===== src/rtl/alu_ctrl_pkg.sv =====
// Shared encodings for the ID/EX ALU issue stage: ALU op codes, MIPS opcode/funct
// values, branch and access-size encodings, and the decode/EX-register structs.
package alu_ctrl_pkg;

  localparam logic [3:0] AluAdd  = 4'b0000;
  localparam logic [3:0] AluSub  = 4'b0001;
  localparam logic [3:0] AluMul  = 4'b0010;
  localparam logic [3:0] AluBgez = 4'b0011;
  localparam logic [3:0] AluBgtz = 4'b0100;
  localparam logic [3:0] AluBlez = 4'b0101;
  localparam logic [3:0] AluBltz = 4'b0110;
  localparam logic [3:0] AluAnd  = 4'b0111;
  localparam logic [3:0] AluOr   = 4'b1000;
  localparam logic [3:0] AluNor  = 4'b1001;
  localparam logic [3:0] AluXor  = 4'b1010;
  localparam logic [3:0] AluSll  = 4'b1011;
  localparam logic [3:0] AluSrl  = 4'b1111;

  localparam logic [5:0] OpRtype  = 6'h00;
  localparam logic [5:0] OpRegimm = 6'h01;
  localparam logic [5:0] OpBeq    = 6'h04;
  localparam logic [5:0] OpBne    = 6'h05;
  localparam logic [5:0] OpBlez   = 6'h06;
  localparam logic [5:0] OpBgtz   = 6'h07;
  localparam logic [5:0] OpAddi   = 6'h08;
  localparam logic [5:0] OpSlti   = 6'h0A;
  localparam logic [5:0] OpAndi   = 6'h0C;
  localparam logic [5:0] OpOri    = 6'h0D;
  localparam logic [5:0] OpXori   = 6'h0E;
  localparam logic [5:0] OpMul    = 6'h1C;
  localparam logic [5:0] OpLb     = 6'h20;
  localparam logic [5:0] OpLh     = 6'h21;
  localparam logic [5:0] OpLw     = 6'h23;
  localparam logic [5:0] OpSb     = 6'h28;
  localparam logic [5:0] OpSh     = 6'h29;
  localparam logic [5:0] OpSw     = 6'h2B;

  localparam logic [5:0] FnSll = 6'h00;
  localparam logic [5:0] FnSrl = 6'h02;
  localparam logic [5:0] FnAdd = 6'h20;
  localparam logic [5:0] FnSub = 6'h22;
  localparam logic [5:0] FnAnd = 6'h24;
  localparam logic [5:0] FnOr  = 6'h25;
  localparam logic [5:0] FnXor = 6'h26;
  localparam logic [5:0] FnNor = 6'h27;
  localparam logic [5:0] FnSlt = 6'h2A;
  localparam logic [5:0] FnMul = 6'h02;

  localparam logic [2:0] BrNone = 3'd0;
  localparam logic [2:0] BrBeq  = 3'd1;
  localparam logic [2:0] BrBne  = 3'd2;
  localparam logic [2:0] BrBgez = 3'd3;
  localparam logic [2:0] BrBgtz = 3'd4;
  localparam logic [2:0] BrBlez = 3'd5;
  localparam logic [2:0] BrBltz = 3'd6;

  localparam logic [1:0] MemWord = 2'b00;
  localparam logic [1:0] MemHalf = 2'b01;
  localparam logic [1:0] MemByte = 2'b10;

  localparam logic [1:0] BSelRt    = 2'd0;
  localparam logic [1:0] BSelShamt = 2'd1;
  localparam logic [1:0] BSelImm   = 2'd2;
  localparam logic [1:0] BSelZero  = 2'd3;

  localparam logic [1:0] DstNone = 2'd0;
  localparam logic [1:0] DstRd   = 2'd1;
  localparam logic [1:0] DstRt   = 2'd2;

  typedef struct packed {
    logic [3:0] alu_op;
    logic       a_rt;      // operand A from rt (shifts) instead of rs
    logic [1:0] b_sel;
    logic       imm_sext;
    logic [1:0] dst_sel;
    logic       reg_write;
    logic       mem_read;
    logic       mem_write;
    logic [1:0] mem_size;
    logic       slt_sel;
    logic [2:0] br_type;
    logic       illegal;
    logic       uses_rs;
    logic       uses_rt;
  } dec_t;

  typedef struct packed {
    logic        valid;
    logic [3:0]  alu_op;
    logic [31:0] op_a;
    logic [31:0] op_b;
    logic [4:0]  wreg;
    logic        reg_write;
    logic        mem_read;
    logic        mem_write;
    logic [1:0]  mem_size;
    logic        slt_sel;
    logic [2:0]  br_type;
  } ex_t;

endpackage


===== src/rtl/alu_ctrl_decode.sv =====
// Combinational MIPS decoder: opcode/rt/funct to ALU op, operand selects,
// immediate extension, control bits and an illegal-instruction flag.
module alu_ctrl_decode
  import alu_ctrl_pkg::*;
(
  input  logic [5:0] op_i,
  input  logic [4:0] rt_i,
  input  logic [5:0] funct_i,
  output dec_t       dec_o
);

  always_comb begin
    dec_o = '0;
    dec_o.uses_rs = 1'b1;
    dec_o.b_sel   = BSelRt;
    case (op_i)
      OpRtype: begin
        dec_o.dst_sel   = DstRd;
        dec_o.reg_write = 1'b1;
        dec_o.uses_rt   = 1'b1;
        case (funct_i)
          FnAdd: dec_o.alu_op = AluAdd;
          FnSub: dec_o.alu_op = AluSub;
          FnAnd: dec_o.alu_op = AluAnd;
          FnOr:  dec_o.alu_op = AluOr;
          FnXor: dec_o.alu_op = AluXor;
          FnNor: dec_o.alu_op = AluNor;
          FnSlt: begin
            dec_o.alu_op  = AluSub;
            dec_o.slt_sel = 1'b1;
          end
          FnSll, FnSrl: begin
            dec_o.alu_op  = (funct_i == FnSll) ? AluSll : AluSrl;
            dec_o.a_rt    = 1'b1;
            dec_o.b_sel   = BSelShamt;
            dec_o.uses_rs = 1'b0;
          end
          default: dec_o.illegal = 1'b1;
        endcase
      end
      OpMul: begin
        dec_o.alu_op    = AluMul;
        dec_o.dst_sel   = DstRd;
        dec_o.reg_write = 1'b1;
        dec_o.uses_rt   = 1'b1;
        dec_o.illegal   = (funct_i != FnMul);
      end
      OpAddi, OpSlti, OpAndi, OpOri, OpXori: begin
        dec_o.b_sel     = BSelImm;
        dec_o.dst_sel   = DstRt;
        dec_o.reg_write = 1'b1;
        dec_o.imm_sext  = (op_i == OpAddi) || (op_i == OpSlti);
        dec_o.slt_sel   = (op_i == OpSlti);
        case (op_i)
          OpAddi:  dec_o.alu_op = AluAdd;
          OpSlti:  dec_o.alu_op = AluSub;
          OpAndi:  dec_o.alu_op = AluAnd;
          OpOri:   dec_o.alu_op = AluOr;
          default: dec_o.alu_op = AluXor;
        endcase
      end
      OpLw, OpLh, OpLb: begin
        dec_o.alu_op    = AluAdd;
        dec_o.b_sel     = BSelImm;
        dec_o.imm_sext  = 1'b1;
        dec_o.dst_sel   = DstRt;
        dec_o.reg_write = 1'b1;
        dec_o.mem_read  = 1'b1;
        dec_o.mem_size  = (op_i == OpLw) ? MemWord : (op_i == OpLh) ? MemHalf : MemByte;
      end
      OpSw, OpSh, OpSb: begin
        dec_o.alu_op    = AluAdd;
        dec_o.b_sel     = BSelImm;
        dec_o.imm_sext  = 1'b1;
        dec_o.mem_write = 1'b1;
        dec_o.uses_rt   = 1'b1;
        dec_o.mem_size  = (op_i == OpSw) ? MemWord : (op_i == OpSh) ? MemHalf : MemByte;
      end
      OpBeq, OpBne: begin
        dec_o.alu_op  = AluSub;
        dec_o.uses_rt = 1'b1;
        dec_o.br_type = (op_i == OpBeq) ? BrBeq : BrBne;
      end
      OpBlez, OpBgtz: begin
        dec_o.alu_op  = (op_i == OpBlez) ? AluBlez : AluBgtz;
        dec_o.b_sel   = BSelZero;
        dec_o.br_type = (op_i == OpBlez) ? BrBlez : BrBgtz;
      end
      OpRegimm: begin
        dec_o.b_sel = BSelZero;
        case (rt_i)
          5'd1: begin
            dec_o.alu_op  = AluBgez;
            dec_o.br_type = BrBgez;
          end
          5'd0: begin
            dec_o.alu_op  = AluBltz;
            dec_o.br_type = BrBltz;
          end
          default: dec_o.illegal = 1'b1;
        endcase
      end
      default: dec_o.illegal = 1'b1;
    endcase
  end

endmodule


===== src/rtl/id_ex_alu_issue.sv =====
// ID/EX issue stage: decodes the ID instruction into ALU operands/controls, registers
// them into EX with flush/stall/hazard priority, and flags load-use hazards.
module id_ex_alu_issue
  import alu_ctrl_pkg::*;
(
  input  logic        Clk,
  input  logic        Rst_n,
  input  logic        InValid,
  input  logic [31:0] Instr,
  input  logic [31:0] RsData,
  input  logic [31:0] RtData,
  input  logic        Stall,
  input  logic        Flush,
  output logic        HazardStall,
  output logic        OutValid,
  output logic [3:0]  ALUControl,
  output logic [31:0] OperandA,
  output logic [31:0] OperandB,
  output logic [4:0]  WriteReg,
  output logic        RegWrite,
  output logic        MemRead,
  output logic        MemWrite,
  output logic [1:0]  MemSize,
  output logic        SltSel,
  output logic [2:0]  BrType,
  output logic        IllegalInstr
);

  dec_t       dec;
  ex_t        ex_q, ex_d, ex_new;
  logic       illegal_q, illegal_d;
  logic [4:0] rs, rt, rd;
  logic [31:0] imm;

  assign rs = Instr[25:21];
  assign rt = Instr[20:16];
  assign rd = Instr[15:11];

  alu_ctrl_decode u_decode (
    .op_i    (Instr[31:26]),
    .rt_i    (rt),
    .funct_i (Instr[5:0]),
    .dec_o   (dec)
  );

  assign imm = dec.imm_sext ? {{16{Instr[15]}}, Instr[15:0]} : {16'h0000, Instr[15:0]};

  // Load-use check against the instruction currently sitting in EX.
  assign HazardStall = ex_q.valid && ex_q.mem_read && (ex_q.wreg != 5'd0) && InValid &&
                       ((dec.uses_rs && (rs == ex_q.wreg)) || (dec.uses_rt && (rt == ex_q.wreg)));

  always_comb begin
    ex_new           = '0;
    ex_new.valid     = 1'b1;
    ex_new.alu_op    = dec.alu_op;
    ex_new.op_a      = dec.a_rt ? RtData : RsData;
    case (dec.b_sel)
      BSelRt:    ex_new.op_b = RtData;
      BSelShamt: ex_new.op_b = {27'd0, Instr[10:6]};
      BSelImm:   ex_new.op_b = imm;
      default:   ex_new.op_b = 32'd0;
    endcase
    case (dec.dst_sel)
      DstRd:   ex_new.wreg = rd;
      DstRt:   ex_new.wreg = rt;
      default: ex_new.wreg = 5'd0;
    endcase
    ex_new.reg_write = dec.reg_write && (ex_new.wreg != 5'd0);
    ex_new.mem_read  = dec.mem_read;
    ex_new.mem_write = dec.mem_write;
    ex_new.mem_size  = dec.mem_size;
    ex_new.slt_sel   = dec.slt_sel;
    ex_new.br_type   = dec.br_type;
  end

  always_comb begin
    ex_d      = '0;
    illegal_d = 1'b0;
    if (Flush) begin
      ex_d = '0;
    end else if (Stall) begin
      ex_d = ex_q;
    end else if (HazardStall || !InValid) begin
      ex_d = '0;
    end else if (dec.illegal) begin
      illegal_d = 1'b1;
    end else begin
      ex_d = ex_new;
    end
  end

  always_ff @(posedge Clk or negedge Rst_n) begin
    if (!Rst_n) begin
      ex_q      <= '0;
      illegal_q <= 1'b0;
    end else begin
      ex_q      <= ex_d;
      illegal_q <= illegal_d;
    end
  end

  assign OutValid     = ex_q.valid;
  assign ALUControl   = ex_q.alu_op;
  assign OperandA     = ex_q.op_a;
  assign OperandB     = ex_q.op_b;
  assign WriteReg     = ex_q.wreg;
  assign RegWrite     = ex_q.reg_write;
  assign MemRead      = ex_q.mem_read;
  assign MemWrite     = ex_q.mem_write;
  assign MemSize      = ex_q.mem_size;
  assign SltSel       = ex_q.slt_sel;
  assign BrType       = ex_q.br_type;
  assign IllegalInstr = illegal_q;

endmodule


===== config.mk =====
export PLATFORM = sky130hd
export DESIGN_NAME = id_ex_alu_issue
export DESIGN_NICKNAME = d
export VERILOG_FILES = /design/src/rtl/alu_ctrl_pkg.sv /design/src/rtl/alu_ctrl_decode.sv /design/src/rtl/id_ex_alu_issue.sv
export SDC_FILE = /design/constraint.sdc
export NUM_CORES = 1
export LEC_CHECK = 0
export ABC_AREA = 1
export ABC_CLOCK_PERIOD_IN_PS = 2250
export BUFFER_PORTS_ARGS = -buffer_cell sky130_fd_sc_hd__clkbuf_2
export CORE_ASPECT_RATIO = 1.1
export CORE_MARGIN = 5
export CORE_UTILIZATION = 46
export DETAILED_ROUTE_END_ITERATION = 6
export PLACE_DENSITY = 0.77
export SLEW_MARGIN = 5
export SYNTH_ARGS = -nofsm -noshare
export SYNTH_HDL_FRONTEND = slang
export SYNTH_HIERARCHICAL = 1
export SYNTH_SLANG_ARGS = --single-unit

===== constraint.sdc =====
create_clock -name Clk -period 2.25 [get_ports Clk]
set_clock_uncertainty 0.15 [all_clocks]
set_input_delay 0.45 -clock Clk [delete_from_list [all_inputs] [get_ports Clk]]
set_output_delay 0.45 -clock Clk [all_outputs]
set_load 0.02 [all_outputs]

======== Yosys cells after proc, flatten, opt, wreduce, memory -nomap -nowiden ========
Index checks and enable logic that the tools add are counted.
W data, S select, Z words.
word-level totals
  input port bits ......................... 101
  register bits after elaboration ......... 84
  output and inout bits ................... 85
  word-level logic and storage cells ...... 121
cells by class
  muxes and demuxes ....................... 42
  equality and inequality tests ........... 34
  reductions and logical operators ........ 33
operators by type and width
  operator              count
  $mux W83              4
  $pmux W32 S3          1
  $eq A6 B6 Y1 const B  13
  $mux W32              2
  $pmux W4 S6           2
  $eq A6 B4 Y1 const B  5
  $eq A6 B3 Y1 const B  4
  $pmux W3 S2           3
  $pmux W4 S4           1
  $mux W1               15
  $reduce_or A15 Y1     1
  $logic_not A6 Y1      2
  $reduce_or A2 Y1      6
  $reduce_or A11 Y1     1
  $eq A5 B5 Y1          2
  $mux W2               5
  $pmux W5 S2           1
  $reduce_bool A5 Y1    2
  $pmux W3 S3           1
  $reduce_or A3 Y1      3
  $reduce_or A9 Y1      1
  $reduce_or A8 Y1      1
  $logic_and A1 B1 Y1   7
  $reduce_or A7 Y1      1
  other kinds (19)      25

======== Depth between registers and ports, before layout ========
Gate-level depths: netlist of the first run.
  depth after elaboration ................. 11
  gate-level depth with buffers ........... 16
  gate-level depth less buffers ........... 16

======== Hierarchy ========
The synthesis of the first run kept the hierarchy.
modules (own cells, without submodules)
  module           area an instance (µm²)  cells each  times used  sequential area each (µm²)
  id_ex_alu_issue  4,909.7                 714         1           2,102.0
  alu_ctrl_decode  528.0                   115         1           0.0

======== Worst setup path after synthesis of the first run ========
No wires, ideal clock.
  path kind ............................... input to output
  start point ............................. input Instr[30]
  end point ............................... output HazardStall
  buffers on the path ..................... 2
  stages on the path ...................... 13
  data arrival time ....................... 1.772 ns
  required time ........................... 1.650 ns
  slack ................................... -0.122 ns
  path through ............................ nor2_4 inv_1 nor2_2 nand2_1 o211ai_1 nand2_1 nor2_1 nand3_1 nand2_1 nand2_1 buf_4 buf_6 inv_1
RTL lines
  element             line                   RTL
  start: declaration  id_ex_alu_issue.sv:9   input logic [31:0] Instr,
  end: declaration    id_ex_alu_issue.sv:14  output logic HazardStall,

==> flow_summary.yaml, run 1 <==
sta:
  timing.final.crit_share_pct: 100.7
  slew_viol_final: 0
  whs_ns: 0.3237
  tightestPinTransition_ns: 0.5825
  slew_headroom_pct: 61.16
  setup_viol: 1
  hold_violations: 0
  fmax_ghz: 0.4414
  period_needed_ns: 2.266
  rsz0062_at_grt: "yes"
  timing.final.ws_setup_ns: -0.01551
detailed_routing:
  viasPerCell: 5.293
  via_count: 6346
  first_iter_violations: 547
  firstDrtPassIters: 5
  post_drt_wl_per_cell_microns: 15.90
  drt-total-wl_mm: 19.07
  ant_nets: 0
  drc_errors: 0
worst_setup_path:
  worstPathMaxFanout: 4
  crit_path_top_delay_cell: "nor2_4"
  rr_endpoint: "WriteReg[3]$_DFFE_PN0P_"
  cp.depth: 13
  ff2ff_path_depth: 9
  critPathCaptureType: "output port"
  crit_type: "primary input to output port"
  cp_data_required_time_ns: 1.65
  crit_buf_inv: 4
  crit_path_start_kind: "primary input"
  slowest_delay_ns: 0.17
  crit_family: "simple AND/OR/NAND/NOR gates"
  r2r_setup_slack_ns: 0.24
  crit_chain: "buf_8, nor2_4, inv_2, nor2_4, nand2_2, o211ai_1, nand2_1, nor2_1, nand3_1, nand2_2, nand2_4, clkinv_4, buf_8"
  timing.rr.start: "WriteReg[4]$_DFFE_PN0P_"
  cp.arrival_ns: 1.67
layout:
  final_core_util_pct: 64.11
  instances_no_fill: 1199
  n_fill_cell: 1080
  regArea_sq_mm: 0.002102
  drive_above_1_share_pct: 30.06
  multiInputGateArea_sq_mm: 0.002794
  syn_to_final_growth_pct: 36.08
  layout_commonest_cell: "nand2_1"
  final_cell_mix: "280 x nand2_1, 178 x clkbuf_2, 87 x nand4_1"
  fin_nets: 1146
clocking:
  cts_root_buf: "clkbuf_16"
  cts_buffers: 9
  clk_path_buf_depth: 2
  tritoncts: "yes"
  clk_latency_ns: 0.34
  clkTransAtPathRegs_ns: 0.06
  cts.sink_count: 84
  htreeDepth: 3
global_routing:
  antenna_found_initial: 1
  grt_max_degree: 85
  grt_pass1_vias: 5929
  grt_overflow_total: 0
  grt_pass1_wl_mm: 29.85
  grt_usage_pct: 26.53
worst_hold_path:
  holdCritStartpoint: "RtData[27]"
  min_path_type: "primary input to register"
  worstHoldPathCells: 5
  min_to: "OperandA[27]$_DFFE_PN0P_"
logic_synthesis:
  synth_area_leaders: "dfrtp_1 39%, nand2_1 20%, nand4_1 10%, inv_1 6.4%, a21oi_1 5.5%"
  netlist_area_sq_mm: 0.005438
  syn-instance-count: 829
  synth_top_area_share_pct: 38.66
  synth_edf_count: 0
  synth_top_area_cell: "dfrtp_1"
  synth-seq-cells: 84
  synth-main-ff-cell: "dfrtp_1"
  synth_warnings: 6
  synth_nets: 932
  synthArstFlopShare_pct: 100.0
  synth.distinct_cells: 27
  avgSynthCellArea_sq_um: 6.559
  seq_area_frac_synth_pct: 38.66
outcome:
  violations: "negative setup slack"
  status: "finished, violations left"
flow_run:
  cap_violations: 0
die:
  coreArea_sq_mm: 0.01154
  pin_count: 186
  die_x_microns: 113.7
  start_util_pct: 47.11
  dieArea_sq_mm: 0.01410
  dieHeight_microns: 124.0
  row_count: 41
power:
  power.density_cell_area_mw_per_mm2: 497.5
  power.total_mw: 3.682
  ir_worst_vdd_mv: 0.3125
  leakagePower_nw: 4.351
placed_design:
  hpwl_mm: 13.81
  gp_congestion: 1.021
  place_inst: 1171
  dp_slack_ns: -0.2913
  port_buffers: 185
## area by class of cell
type                       instances  area share [%]
inverter                          99           5.090
multi-input combinational        591           37.76
tap                              150           2.536
clock inverter                     6          0.5242
timing repair buffer             258           22.56
clock buffer                      10           3.094
sequential                        84           28.41
antenna                            1         0.03382
## timing repair
item | CTS | global route
endpoints found under the hold margin | 19 | 0
cloned | 0 | 0
gates resized for setup | 25 | 13
hold buffers | 1 | 0
endpoints found under the setup margin | 1 | 15
setup buffers | 9 | 1
pin swaps | 14 | 9
## Yosys cell counts (3+ instances only)
master / n
nand3_1: 24
o21ai_0: 40
buf_1: 6
nand3b_1: 3
inv_1: 92
inv_2: 7
nor2_2: 5
buf_6: 6
nand2_1: 286
clkbuf_1: 30
dfrtp_1: 84
nor2_1: 70
buf_2: 12
a21oi_1: 60
nand4_1: 87
nor2_4: 3
## sequential cells by signal (all words and copies together) (netlist names)
| name | flops |
|---|---|
| OperandB | 32 |
| WriteReg | 5 |
| MemRead | 1 |
| MemWrite | 1 |
| ALUControl | 4 |
| RegWrite | 1 |
| IllegalInstr | 1 |
| BrType | 3 |
| OutValid | 1 |
| MemSize | 2 |
| OperandA | 32 |
| SltSel | 1 |
## cells by family after synthesis
logic type	synth area share, %
buf+inv	11.80
simple gates	39.23
fa+ha+maj	0.4601
compound gates	9.848
flops	38.66
## through the flow
step	TNS, ns	cell area (sq um)
3_3_place_gp	-10.13	6912
5_1_grt	-0.1309	7400
3_5_place_dp	-15.14	6912
4_1_cts	-0.03734	7362
6_report	-0.01551	7400
2_1_floorplan	0	5456
## power by group
part	switching, mW	leakage [nW]	internal [mW]
Clock	0.622	0.129	0.747
Combinational	0.465	3.06	0.287
Sequential	0.0192	1.17	1.54
Total	1.11	4.35	2.58
## metal layers
metal  vias to the layer above  GRT usage (%)  routed length [microns]
met1                      2892          37.13                     8019
li1                       3119              -                        -
met5                         -              0                        0
met2                       296          42.05                     8970
met3                        39          4.179                     1610
met4                         0          8.941                      469
## tightest hold or removal path, cell delays in order
cell and delay (ns):
clkbuf_2 0.09, inv_1 0.04, a21oi_1 0.06, nand4_1 0.08, nand2_1 0.05
## worst max-delay path by stage
stage                              to      start
final                     HazardStall  Instr[31]
after global routing      HazardStall  Instr[31]
after CTS                 HazardStall  Instr[30]
after detailed placement  HazardStall  Instr[31]
after global placement    HazardStall  Instr[31]
after floorplan           HazardStall  Instr[31]
Note: power is estimated with default switching activity, not from simulation.
==> run 2: changes to the inputs <==
--- a/config.mk
+++ b/config.mk
@@ -10,11 +10,10 @@
 export BUFFER_PORTS_ARGS = -buffer_cell sky130_fd_sc_hd__clkbuf_2
 export CORE_ASPECT_RATIO = 1.1
 export CORE_MARGIN = 5
-export CORE_UTILIZATION = 46
+export CORE_UTILIZATION = 45
 export DETAILED_ROUTE_END_ITERATION = 6
-export PLACE_DENSITY = 0.77
+export PLACE_DENSITY = 0.78
 export SLEW_MARGIN = 5
 export SYNTH_ARGS = -nofsm -noshare
 export SYNTH_HDL_FRONTEND = slang
-export SYNTH_HIERARCHICAL = 1
 export SYNTH_SLANG_ARGS = --single-unit
==> run 2 against run 1 <==
Effect of this change: the run now ends clean; first-iteration DRC count is 34% lower; final cell count is 13% lower; sequential power hardly changed; clock power is 3% higher; non-clock buffer count is 1 lower; final area is 9.4% lower; flip-flop and latch count stayed put.
==> flow_summary.yaml, run 2 <==
outcome:
  status: "completed"
sta:
  period_needed_ns: 2.212
  fmax_ghz: 0.4522
  hold_violations: 0
  tightestPinTransition_ns: 0.5492
  rsz0062_at_grt: "yes"
  timing.final.crit_share_pct: 98.29
  setup_viol: 0
  slew_viol_final: 0
  timing.final.ws_setup_ns: 0.03844
  slew_headroom_pct: 63.39
detailed_routing:
  wl_met1_mm: 6.671
  wl_met2_mm: 7.766
  drc_errors: 0
  via_count: 5382
  ant_nets: 0
  drt-total-wl_mm: 16.13
  viasPerCell: 5.140
  first_iter_violations: 359
  firstDrtPassIters: 6
  met3RoutedLength_mm: 1.305
  post_drt_wl_per_cell_microns: 15.41
  top_layer_used: "met4"
logic_synthesis:
  synth-seq-cells: 84
  avgSynthCellArea_sq_um: 7.201
  seq_area_frac_synth_pct: 43.83
  synth.distinct_cells: 32
  synth_commonest_cells: "189 x nand2_1, 84 x dfrtp_1, 76 x inv_1"
  synth_top_area_cell: "dfrtp_1"
  synthArstFlopShare_pct: 100.0
  synth_edf_count: 0
  syn-instance-count: 666
  synth_top_area_share_pct: 43.83
  synth_warnings: 0
  synth_nets: 770
  netlist_area_sq_mm: 0.004796
  synth.most_common_cell: "nand2_1"
  synth-main-ff-cell: "dfrtp_1"
  synth_area_leaders: "dfrtp_1 44%, nand2_1 15%, inv_1 5.9%, nand3_1 4.8%, nand4_1 4.3%"
worst_setup_path:
  worstPathMaxFanout: 6
  crit_path_top_delay_cell: "dfrtp_2"
  crit_buf_inv: 3
  crit_chain: "nand2_1, o21ai_1, inv_1, nand3_1, nor2_2, nand2_1, nand2_1, nand2_1, inv_2, buf_8"
  slowest_delay_ns: 0.46
  crit_path_start_kind: "register"
  crit_top_cell: "nand2_1"
  cp_data_required_time_ns: 1.65
  critPathCaptureType: "output port"
  cp.arrival_ns: 1.61
  crit_family: "simple AND/OR/NAND/NOR gates"
  crit_type: "register to output port"
global_routing:
  grt_pass1_vias: 5228
  grt_max_degree: 84
  grt_overflow_total: 0
  antenna_found_initial: 0
  grt_usage_pct: 25.04
  grt_pass1_wl_mm: 25.70
layout:
  n_fill_cell: 943
  fin_area_sq_mm: 0.006705
  regArea_sq_mm: 0.002106
  drive_above_1_share_pct: 33.52
  diodes: 0
  layout_commonest_cell: "nand2_1"
  final_cell_mix: "187 x nand2_1, 182 x clkbuf_2, 81 x dfrtp_1"
  fin_nets: 1004
  syn_to_final_growth_pct: 39.81
  multiInputGateArea_sq_mm: 0.002293
power:
  internal_power_mw: 2.600
  seqPwrFrac_pct: 43.6
  combPwrFrac_pct: 16.7
  leakagePower_nw: 3.915
  clock_power_share_pct: 39.7
  power.density_cell_area_mw_per_mm2: 530.2
  sw_frac_of_total_pct: 26.87
  power.switching_mw: 0.9552
  ir_worst_vdd_mv: 0.2782
worst_hold_path:
  min_path_type: "primary input to register"
placed_design:
  placed_area_sq_mm: 0.006324
  hpwl_mm: 12.26
  gp_congestion: 0.9355
  port_buffers: 185
  dp_slack_ns: -0.2294
die:
  die_x_microns: 108.4
  coreArea_sq_mm: 0.01039
  dieArea_sq_mm: 0.01282
  pin_count: 186
  row_count: 39
  dieHeight_microns: 118.3
  start_util_pct: 46.14
clocking:
  clk_latency_ns: 0.33
  clk_path_buf_depth: 2
  tritoncts: "yes"
  htreeDepth: 3
  clkTransAtPathRegs_ns: 0.06
  cts_buffers: 9
  cts_root_buf: "clkbuf_16"
  cts.sink_count: 84
flow_run:
  cap_violations: 0
==> run 2: cell types whose count changed in the layout (fill, tap and decap cells not counted), sizes merged, moves of 11 or more <==
| cell | before | now |
|---|---|---|
| inv | 99 | 82 |
| o21ai | 41 | 74 |
| o21a | 0 | 12 |
| a21oi | 61 | 26 |
| nand2 | 287 | 191 |
| nand4 | 88 | 33 |
| nor2 | 78 | 52 |
| nand3 | 25 | 47 |
| o22ai | 1 | 12 |
==> run 2: layer usage <==
layer	vias to the layer above	GRT usage, %
met5	-	0
met4	0	9.629
met3	31	4.689
met2	251	41.23
met1	2459	32.51
li1	2641	-
==> run 2: cell type report <==
| class | count | area share, % |
|---|---|---|
| multi-input cells | 467 | 34.20 |
| flip-flops and latches | 84 | 31.41 |
| repair buffers | 257 | 22.93 |
| inverters | 81 | 4.534 |
| clock buffers | 12 | 3.975 |
| well taps | 143 | 2.668 |
| clock inverters | 3 | 0.2799 |
==> run 2: power by group through the flow <==
| stage | clock (mW) | combinational (mW) | sequential, mW |
|---|---|---|---|
| 4_1_cts | 1.43 | 0.587 | 1.55 |
| 3_3_place_gp | 0 | 0.577 | 1.58 |
| 2_1_floorplan | 0 | 0.244 | 1.61 |
| 5_1_grt | 1.50 | 0.658 | 1.55 |
| 3_5_place_dp | 0 | 0.581 | 1.58 |
| 6_report | 1.41 | 0.594 | 1.55 |
==> run 2: tightest hold or removal path: stages <==
cell,delay [ns]
clkbuf_2,0.08
a21oi_1,0.05
o21ai_1,0.11
==> run 2: cell families (layout without fill, tap and decap cells) <==
group	after synthesis	count (layout)	synth area share [%]
simple gates	328	328	29.48
compound gates	129	129	14.74
buf+inv	115	353	9.836
flops	84	84	43.83
xor+xnor	6	6	1.096
fa+ha+maj	3	3	0.7828
mux	1	1	0.2348
==> run 2: path summary, 6_finish.rpt <==
path,start,cells past startpoint,end,slack [ns]
max,WriteReg[4]$_DFFE_PN0P_,10,HazardStall,0.04
min,RsData[30],3,OperandA[30]$_DFFE_PN0P_,0.25
max reg2reg,WriteReg[4]$_DFFE_PN0P_,10,BrType[2]$_DFFE_PN0P_,0.27
min reg2reg,OperandB[5]$_DFFE_PN0P_,2,OperandB[5]$_DFFE_PN0P_,0.33
max in group asynchronous,Rst_n,3,WriteReg[3]$_DFFE_PN0P_,0.86
min in group asynchronous,Rst_n,2,OperandA[19]$_DFFE_PN0P_,0.49
==> run 2: per-stage QoR <==
step	cells	power [mW]	setup TNS, ns	hold slack, ns	utilization [%]
floorplan	666	1.849	0	0.004409	-
finish	1047	3.555	0	0.2457	64.51
global route	1047	3.704	-0.1105	0.2638	64.51
detailed placement	1029	2.157	-6.596	0.3158	60.84
CTS	1045	3.571	0	0.2384	63.85
global placement	1029	2.152	-5.227	0.3115	60.84
==> run 2: what timing repair did <==
| item | 4_1_cts | 5_1_grt |
|---|---|---|
| setup buffers | 0 | 2 |
| resized for setup | 6 | 20 |
| cloned | 0 | 0 |
| setup endpoints to repair | 1 | 9 |
| hold buffers | 1 | 0 |
| pin swaps | 4 | 5 |
| endpoints found under the hold margin | 39 | 0 |
